<file path="src/rtl/alu_cond_writeback.sv">
// Condition-check / writeback stage: owns the NZCV flag register and a 4x5 register file, and forwards each accepted op as a registered record.
// Optional macro COND_STATS_EN adds the exec_count / skip_count counters.
module alu_cond_writeback (
    input  logic       clk,
    input  logic       reset,
    input  logic       in_valid,
    output logic       in_ready,
    input  logic [4:0] in_result,
    input  logic [3:0] in_flags,
    input  logic [3:0] in_cond,
    input  logic [1:0] in_flag_we,
    input  logic       in_reg_we,
    input  logic [1:0] in_rd,
    output logic       out_valid,
    input  logic       out_ready,
    output logic [4:0] out_result,
    output logic [1:0] out_rd,
    output logic       out_exec,
    output logic       out_we,
    output logic [3:0] flags,
    input  logic [1:0] rd_addr,
    output logic [4:0] rd_data
`ifdef COND_STATS_EN
    ,
    output logic [7:0] exec_count,
    output logic [7:0] skip_count
`endif
);

    typedef enum logic [3:0] {
        COND_EQ = 4'd0,  COND_NE = 4'd1,  COND_CS = 4'd2,  COND_CC = 4'd3,
        COND_MI = 4'd4,  COND_PL = 4'd5,  COND_VS = 4'd6,  COND_VC = 4'd7,
        COND_HI = 4'd8,  COND_LS = 4'd9,  COND_GE = 4'd10, COND_LT = 4'd11,
        COND_GT = 4'd12, COND_LE = 4'd13, COND_AL = 4'd14, COND_NV = 4'd15
    } cond_e;

    logic [3:0] flags_q, flags_d;
    logic [4:0] regs_q [4];
    logic [4:0] regs_d [4];
    logic       out_valid_q, out_valid_d;
    logic [4:0] out_result_q, out_result_d;
    logic [1:0] out_rd_q, out_rd_d;
    logic       out_exec_q, out_exec_d;
    logic       out_we_q, out_we_d;

    logic accept;
    logic exec;

    // Condition is judged against the flags held before this op's own update.
    function automatic logic cond_pass(input logic [3:0] f, input logic [3:0] c);
        logic n, z, cf, v;
        logic pass;
        n  = f[3];
        z  = f[2];
        cf = f[1];
        v  = f[0];
        case (cond_e'(c))
            COND_EQ: pass = z;
            COND_NE: pass = !z;
            COND_CS: pass = cf;
            COND_CC: pass = !cf;
            COND_MI: pass = n;
            COND_PL: pass = !n;
            COND_VS: pass = v;
            COND_VC: pass = !v;
            COND_HI: pass = cf && !z;
            COND_LS: pass = !cf || z;
            COND_GE: pass = (n == v);
            COND_LT: pass = (n != v);
            COND_GT: pass = !z && (n == v);
            COND_LE: pass = z || (n != v);
            default: pass = 1'b1;
        endcase
        return pass;
    endfunction

    assign in_ready = !out_valid_q || out_ready;
    assign accept   = in_valid && in_ready;
    assign exec     = cond_pass(flags_q, in_cond);

    always_comb begin
        flags_d = flags_q;
        if (accept && exec) begin
            if (in_flag_we[1]) flags_d[3:2] = in_flags[3:2];
            if (in_flag_we[0]) flags_d[1:0] = in_flags[1:0];
        end
    end

    always_comb begin
        regs_d = regs_q;
        if (accept && exec && in_reg_we) regs_d[in_rd] = in_result;
    end

    always_comb begin
        out_valid_d  = out_valid_q;
        out_result_d = out_result_q;
        out_rd_d     = out_rd_q;
        out_exec_d   = out_exec_q;
        out_we_d     = out_we_q;
        if (accept) begin
            out_valid_d  = 1'b1;
            out_result_d = in_result;
            out_rd_d     = in_rd;
            out_exec_d   = exec;
            out_we_d     = exec && in_reg_we;
        end else if (out_valid_q && out_ready) begin
            out_valid_d = 1'b0;
        end
    end

    always_ff @(posedge clk) begin
        if (reset) begin
            flags_q      <= '0;
            out_valid_q  <= 1'b0;
            out_result_q <= '0;
            out_rd_q     <= '0;
            out_exec_q   <= 1'b0;
            out_we_q     <= 1'b0;
            for (int i = 0; i < 4; i++) regs_q[i] <= '0;
        end else begin
            flags_q      <= flags_d;
            out_valid_q  <= out_valid_d;
            out_result_q <= out_result_d;
            out_rd_q     <= out_rd_d;
            out_exec_q   <= out_exec_d;
            out_we_q     <= out_we_d;
            regs_q       <= regs_d;
        end
    end

    assign flags      = flags_q;
    assign out_valid  = out_valid_q;
    assign out_result = out_result_q;
    assign out_rd     = out_rd_q;
    assign out_exec   = out_exec_q;
    assign out_we     = out_we_q;
    assign rd_data    = regs_q[rd_addr];

`ifdef COND_STATS_EN
    logic [7:0] exec_count_q, exec_count_d;
    logic [7:0] skip_count_q, skip_count_d;

    // Both counters wrap naturally at 8 bits.
    always_comb begin
        exec_count_d = exec_count_q;
        skip_count_d = skip_count_q;
        if (accept) begin
            if (exec) exec_count_d = exec_count_q + 8'd1;
            else      skip_count_d = skip_count_q + 8'd1;
        end
    end

    always_ff @(posedge clk) begin
        if (reset) begin
            exec_count_q <= '0;
            skip_count_q <= '0;
        end else begin
            exec_count_q <= exec_count_d;
            skip_count_q <= skip_count_d;
        end
    end

    assign exec_count = exec_count_q;
    assign skip_count = skip_count_q;
`endif

endmodule

</file>
<file path="config.mk">
export PLATFORM = sky130hd
export DESIGN_NAME = alu_cond_writeback
export DESIGN_NICKNAME = d
export VERILOG_FILES = /design/src/rtl/alu_cond_writeback.sv
export SDC_FILE = /design/constraint.sdc
export NUM_CORES = 1
export LEC_CHECK = 0
export BUFFER_PORTS_ARGS = -buffer_cell sky130_fd_sc_hd__buf_2
export CAP_MARGIN = 30
export CORE_AREA = 2 2 64 66
export DETAILED_ROUTE_END_ITERATION = 16
export DIE_AREA = 0 0 66 68
export GPL_TIMING_DRIVEN = 0
export PLACE_DENSITY = 0.68
export SLEW_MARGIN = 10
export SYNTH_ARGS = -nofsm -noshare
export SYNTH_HDL_FRONTEND = slang
export SYNTH_SLANG_ARGS = --single-unit
</file>
<file path="constraint.sdc">
create_clock -name clk -period 4.7 [get_ports clk]
set_input_delay 0.705 -clock clk [delete_from_list [all_inputs] [get_ports clk]]
set_output_delay 0.705 -clock clk [all_outputs]
set_load 0.01 [all_outputs]
</file>
==> out/results.txt, run 1 <==
Max FO, Critical Path - 5
Critical path arrival - 1.78 ns
Via density - 4.874
# DRC - 0
Final-report max-slew violation count - 0
Fin nets - 236
Mapped cell area - 0.001659 sq mm
Share of cells above drive strength 1 - 30.66%
Ant diodes - 0
Setup Skew - 0.002273 ns
Io pins - 44
Yosys reg bits - 34
Routed Antenna Nets - 0
Worst-path clk slew - 0.06 ns
HP Start - out_we
Initial antenna violation count - 0
CTS tree - yes
1st-pass router iterations - 4
Largest net degree at the start of global routing - 11
CTS root buf - clkbuf_8
HPWL after DPL - 2551 um
Clk sinks - 34
Resized cells post-CTS - 0
Max Root-Sink Buffers - 2
Row count - 23
Syn Area/Cell - 10.18 sq um
Ys flop type - dfxtp_1
Die Wd - 66 um
Finished Core Util - 52.08%
WL/cell - 13.10 um
Leakage - 0.9283 nW
Part of the Yosys area used for sequential elements - 41.03%
Die area - 0.004488 sq mm
EDFF count, synth - 0
Via count - 1277
Setup repair after global routing missed its margin - no
TritonCTS buffer count - 5
Port bufs - 42
Final Hold Vio Count - 0
Final setup fails - 0
Setup Crit Path Kind - primary input to output pin
Max_cap viols - 0
Crit-path cells - clkbuf_1, mux4_2, buf_2
Crit. Startpoint - rd_addr[0]
Filler cell count - 404
Type of the most critical hold path - register to register
Ys async rst share - 0%
Die Ht - 68 um
CP endpoint kind - output pin
Post-CTS setup repair buffer count - 0
Total wire length - 3433 um
Post-layout min period - 2.482 ns
Final worst path period share - 52.81%
Core area - 0.003856 sq mm
Worst Tran Pin Value - 0.4607 ns
Setup TNS - 0 ns
CTS H-tree depth - 2
Initial DRC Count - 51
Outcome - finished, final reports clean
Fmax - 0.4029 GHz
Synthesized Nets - 187
GR Util All Layers - 17.05%
Crit-path max cell delay - 0.57 ns
Setup crit start kind - primary input
Hold_buf cts - 0
Netlist cell types - 31
Gp weighted congestion - 0.7915
Clock latency on the worst-skew pair - 0.28 ns
WP data required - 3.99 ns
Peak supply drop - 200.7 uV
Slowest CP cell - mux4_2
Initial core utilization - 43.02%
Area grow syn2layout - 21.04%
Slew margin rel. - 69.22%
GRT overflow - 0
Synthesis warning total - 0
Number of global-route vias before repair - 1186
Pwr dens - 289.2 mW/mm^2
Reg2reg start - flags[0]
Syn Inst Count - 163
First-pass GRT wire length - 5678 um
[sequential cells by signal, indices dropped and copies added, names as in the netlist]
signal,flops
out_rd,2
out_we,1
regs_q,20
flags,4
out_valid,1
out_exec,1
out_result,5
[report_power, final]
part / switching [W] / leakage, nW / internal [W]
Combinational: 0.0000439 / 0.614 / 0.0000371
Sequential: 0.00000491 / 0.276 / 0.000297
Clock: 0.0000961 / 0.0383 / 0.000102
[critical path: cells and delay by family]
family	cells	cell delay (ns)
buffers and inverters	2	0.51
muxes	1	0.57
[synthesized netlist by cell type (2+ instances only)]
cell      number  area, sq um
clkbuf_1       5        18.77
nor2_1         2        7.510
inv_1          2        7.510
nand2_1       20        75.07
mux4_2         5        112.6
and2b_2        2        17.52
mux2i_1       26        260.3
dfxtp_1       34        680.7
and3_2         2        15.01
xnor2_1        3        26.28
a21oi_1       10        50.05
nand2b_1      33        206.5
[per-layer routing]
layer | GRT usage (%) | share of wire, % | up-vias
li1 | - | - | 653
met1 | 22.29 | 48 | 579
met2 | 27.40 | 45 | 38
met3 | 3.947 | 4.8 | 7
met4 | 6.888 | 1.5 | 0
met5 | 0 | 0 | -
[cells by family after synthesis]
group,Yosys count,share of synthesized area [%]
AND/OR/NAND/NOR,71,24.81
flip-flops,34,41.03
AO/OA/AOI/OAI,14,6.863
buffers and inverters,9,2.715
multiplexers,31,22.47
XOR/XNOR,4,2.112
[path summary, 6_finish.rpt]
| path | cells after the start | endpoint | slack, ns |
|---|---|---|---|
| setup / recovery | 3 | rd_data[1] | 2.22 |
| hold / removal | 2 | out_we | 0.45 |
| setup reg to reg | 7 | regs_q[16] | 2.70 |
| hold reg to reg | 2 | out_we | 0.45 |
[through the flow]
step	power [W]	setup slack (ns)	area (sq um)	hold slack, ns	cells
3_5_place_dp	0.0003900	2.183	1932	0.4463	255
2_1_floorplan	0.0003581	2.433	1659	0.4451	163
5_1_grt	0.0006120	2.140	2008	0.4708	262
6_report	0.0005808	2.218	2008	0.4532	262
3_3_place_gp	0.0003890	2.205	1932	0.4423	255
4_1_cts	0.0005874	2.183	2008	0.4557	262
[layout make-up]
cell class                      instances  area (sq um)  area share (%)
Buffer                                  7         37.54           1.869
Clock buffer                            7         76.32           3.801
Inverter                                2         7.507          0.3738
Multi-Input combinational cell        120         933.4           46.48
Sequential cell                        34         680.7           33.89
Tap cell                               50         62.56           3.115
Timing Repair Buffer                   42         210.2           10.47
[placed cells by master, fill, tap and decap left out, types with 2 or more instances in the layout]
cell       n
a21oi_1   10
inv_1      2
nand2_1   20
nand2b_1  33
clkbuf_8   5
and2b_2    2
nor2_1     2
dfxtp_1   34
buf_2     42
and3_2     2
xnor2_1    3
mux2i_1   26
clkbuf_1   7
mux4_2     5
Power figures use the tool's default switching activity.
==> run 2, diff against run 1 <==
Settings changed: PLACE_DENSITY 0.68 to 0.71.
Clock period 4.7 ns to 2 ns, I/O delays scaled along.
==> run 2 against run 1 <==
Compared with the run above:
- first-iteration DRC count fell by 55%
- critical path depth is 4 higher
- register-to-register slack got worse by 2.6 ns
- clock power increased by 140%
- sequential share of layout area fell by 0.38 points
- power rose by 140%
- via count increased by 2.9%
- non-clock buffer count increased by 3
- sequential power grew 140%
- final area up 1.7%
- combinational power grew to 2.5 times the previous value
- largest cell class unchanged
- largest power group unchanged
==> out/results.txt, run 2 (synthesized netlist as in run 1, its figures left out) <==
Pwr dens - 678.9 mW/mm^2 (+130%)
Post-layout min period - 1.919 ns
Comb pwr share - 14.8% (+0.9 points)
Die Ht - 68 um (unchanged)
Crit-path leading delay family - compound AO/OA/AOI/OAI gates
Total wire length - 3609 um (+5.1%)
GRT overflow - 0 (unchanged)
Clk sinks - 34 (unchanged)
HP Start - in_valid
WL/cell - 13.62 um (+3.9%)
Ant diodes - 0 (unchanged)
Number of global-route vias before repair - 1332 (+12%)
Setup TNS - 0 ns (unchanged)
1st-pass router iterations - 4 (unchanged)
Crit. Startpoint - flags[2]
Fin nets - 239 (+1.3%)
Routed Antenna Nets - 0 (unchanged)
Most flops, register - regs_q
Internal power - 0.001035 W (+140%)
Final setup fails - 0 (unchanged)
CTS tree - yes
Initial DRC Count - 23 (-55%)
Setup crit start kind - register
Cell Area, Placed - 0.001932 sq mm (unchanged)
Type of the most critical hold path - primary input to register
Final-report max-slew violation count - 0 (unchanged)
Pre-CTS setup slack - -0.06389 ns (-2.247 ns)
Final Hold Vio Count - 0 (unchanged)
Io pins - 44 (unchanged)
Design Area, Final - 0.002042 sq mm (+1.7%)
Max_cap viols - 0 (unchanged)
Area grow syn2layout - 23.08%
Setup Crit Path Kind - register to register
GR Util All Layers - 18.97% (+1.9 points)
Final worst path period share - 95.96%
Slowest CP cell - o311ai_4
Initial core utilization - 43.02% (unchanged)
Leakage - 0.9440 nW (+1.7%)
NetSw - 0.0003512 W (+140%)
# DRC - 0 (unchanged)
Via count - 1314 (+2.9%)
Peak supply drop - 609.5 uV (+200%)
Clock Power Share - 33.9% (-0.2 points)
Finished Core Util - 52.95% (+0.88 points)
CTS H-tree depth - 2 (unchanged)
Outcome - finished, final reports clean
Critical path arrival - 2.13 ns (+0.35 ns)
Largest net degree at the start of global routing - 11 (unchanged)
CP bufs+invs - 1 (-1)
Row count - 23 (unchanged)
Max Root-Sink Buffers - 2 (unchanged)
Worst-path clk slew - 0.06 ns (about the same)
TritonCTS buffer count - 5 (unchanged)
Most common cell after layout, fill and taps aside - buf_2
Port bufs - 42 (unchanged)
Core area - 0.003856 sq mm (unchanged)
Slew margin rel. - 70.77% (+1.6 points)
Hold_buf cts - 0 (unchanged)
Die Wd - 66 um (unchanged)
Setup WS post-layout - 0.08072 ns (-2.137 ns)
Crit-path max cell delay - 0.39 ns (-0.18 ns)
CTS root buf - clkbuf_8
First-pass GRT wire length - 6348 um (+12%)
Via density - 4.958 (+1.7%)
Fmax - 0.5210 GHz
Sequential Power Share - 51.3% (-0.7 points)
Max FO, Critical Path - 5 (unchanged)
CP endpoint kind - register
Switching share of power - 25.33% (+0.39 points)
Tot Pwr - 0.001386 W (+140%)
WP data required - 2.21 ns (-1.78 ns)
HPWL after DPL - 2700 um (+5.8%)
Initial antenna violation count - 0 (unchanged)
Crit-path cells - and2b_2, o2bb2ai_1, xnor2_1, o311ai_4, and4b_1, buf_6, mux2i_1
Share of cells above drive strength 1 - 33.49% (+2.8 points)
Worst Tran Pin Value - 0.4384 ns (-0.02223 ns)
Die area - 0.004488 sq mm (unchanged)
Reg2reg start - flags[2]
Setup Skew - 0.002881 ns (+0.0006085 ns)
Gp weighted congestion - 0.7396 (-6.6%)
Largest register FFs - 20 (unchanged)
Most frequent cells in the layout - buf_2, nand2b_1, dfxtp_1
Clock latency on the worst-skew pair - 0.29 ns (about the same)
## run 2: layout make-up
cell class / instances / area (sq um)
fill: 360 / 1814
inverter: 2 / 7.507
clock buffer: 7 / 76.32
sequential: 34 / 684.4
tap: 50 / 62.56
timing repair buffer: 45 / 232.7
multi-input combinational: 120 / 940.9
buffer: 7 / 37.54
## run 2: metrics by stage
stage	hold WS [ns]	instances
after global routing	0.2597	265
after global placement	0.4438	255
after detailed placement	0.4461	255
final	0.2581	265
after floorplan	0.4295	163
after CTS	0.2542	264
## run 2: timing repair
| item | 4_1_cts | 5_1_grt |
|---|---|---|
| setup endpoints to repair | 10 | 24 |
| resized for setup | 2 | 2 |
| buffers inserted | 2 | 1 |
| pin swaps | 2 | 1 |
| cloned | 0 | 0 |
## run 2: path summary, 6_finish.rpt
| kind | endpoint | slack [ns] | cells after the start |
|---|---|---|---|
| worst min register to register | out_exec | 0.46 | 2 |
| worst max-delay path | regs_q[16] | 0.08 | 7 |
| worst min-delay path | out_valid | 0.26 | 3 |
| worst max register to register | regs_q[16] | 0.08 | 7 |
## run 2: per-layer routing
metal | GRT usage [%] | wire length, um | vias up
met1 | 23.27 | 1577 | 614
met3 | 3.783 | 164 | 5
li1 | - | - | 662
met4 | 8.418 | 54 | 0
met5 | 0 | 0 | -
met2 | 32.45 | 1813 | 33
## run 2: power by group through the flow
stage	Combinational (W)	Clock [W]	Sequential [W]
floorplan	0.000111	0	0.000730
global placement	0.000190	0	0.000724
detailed placement	0.000193	0	0.000725
CTS	0.000202	0.000484	0.000710
global route	0.000225	0.000515	0.000713
finish	0.000205	0.000471	0.000711
## run 2: worst min-delay path, delay by kind of cell
kind | cells | cell delay, ns
compound gates | 1 | 0.05
buf+inv | 2 | 0.15
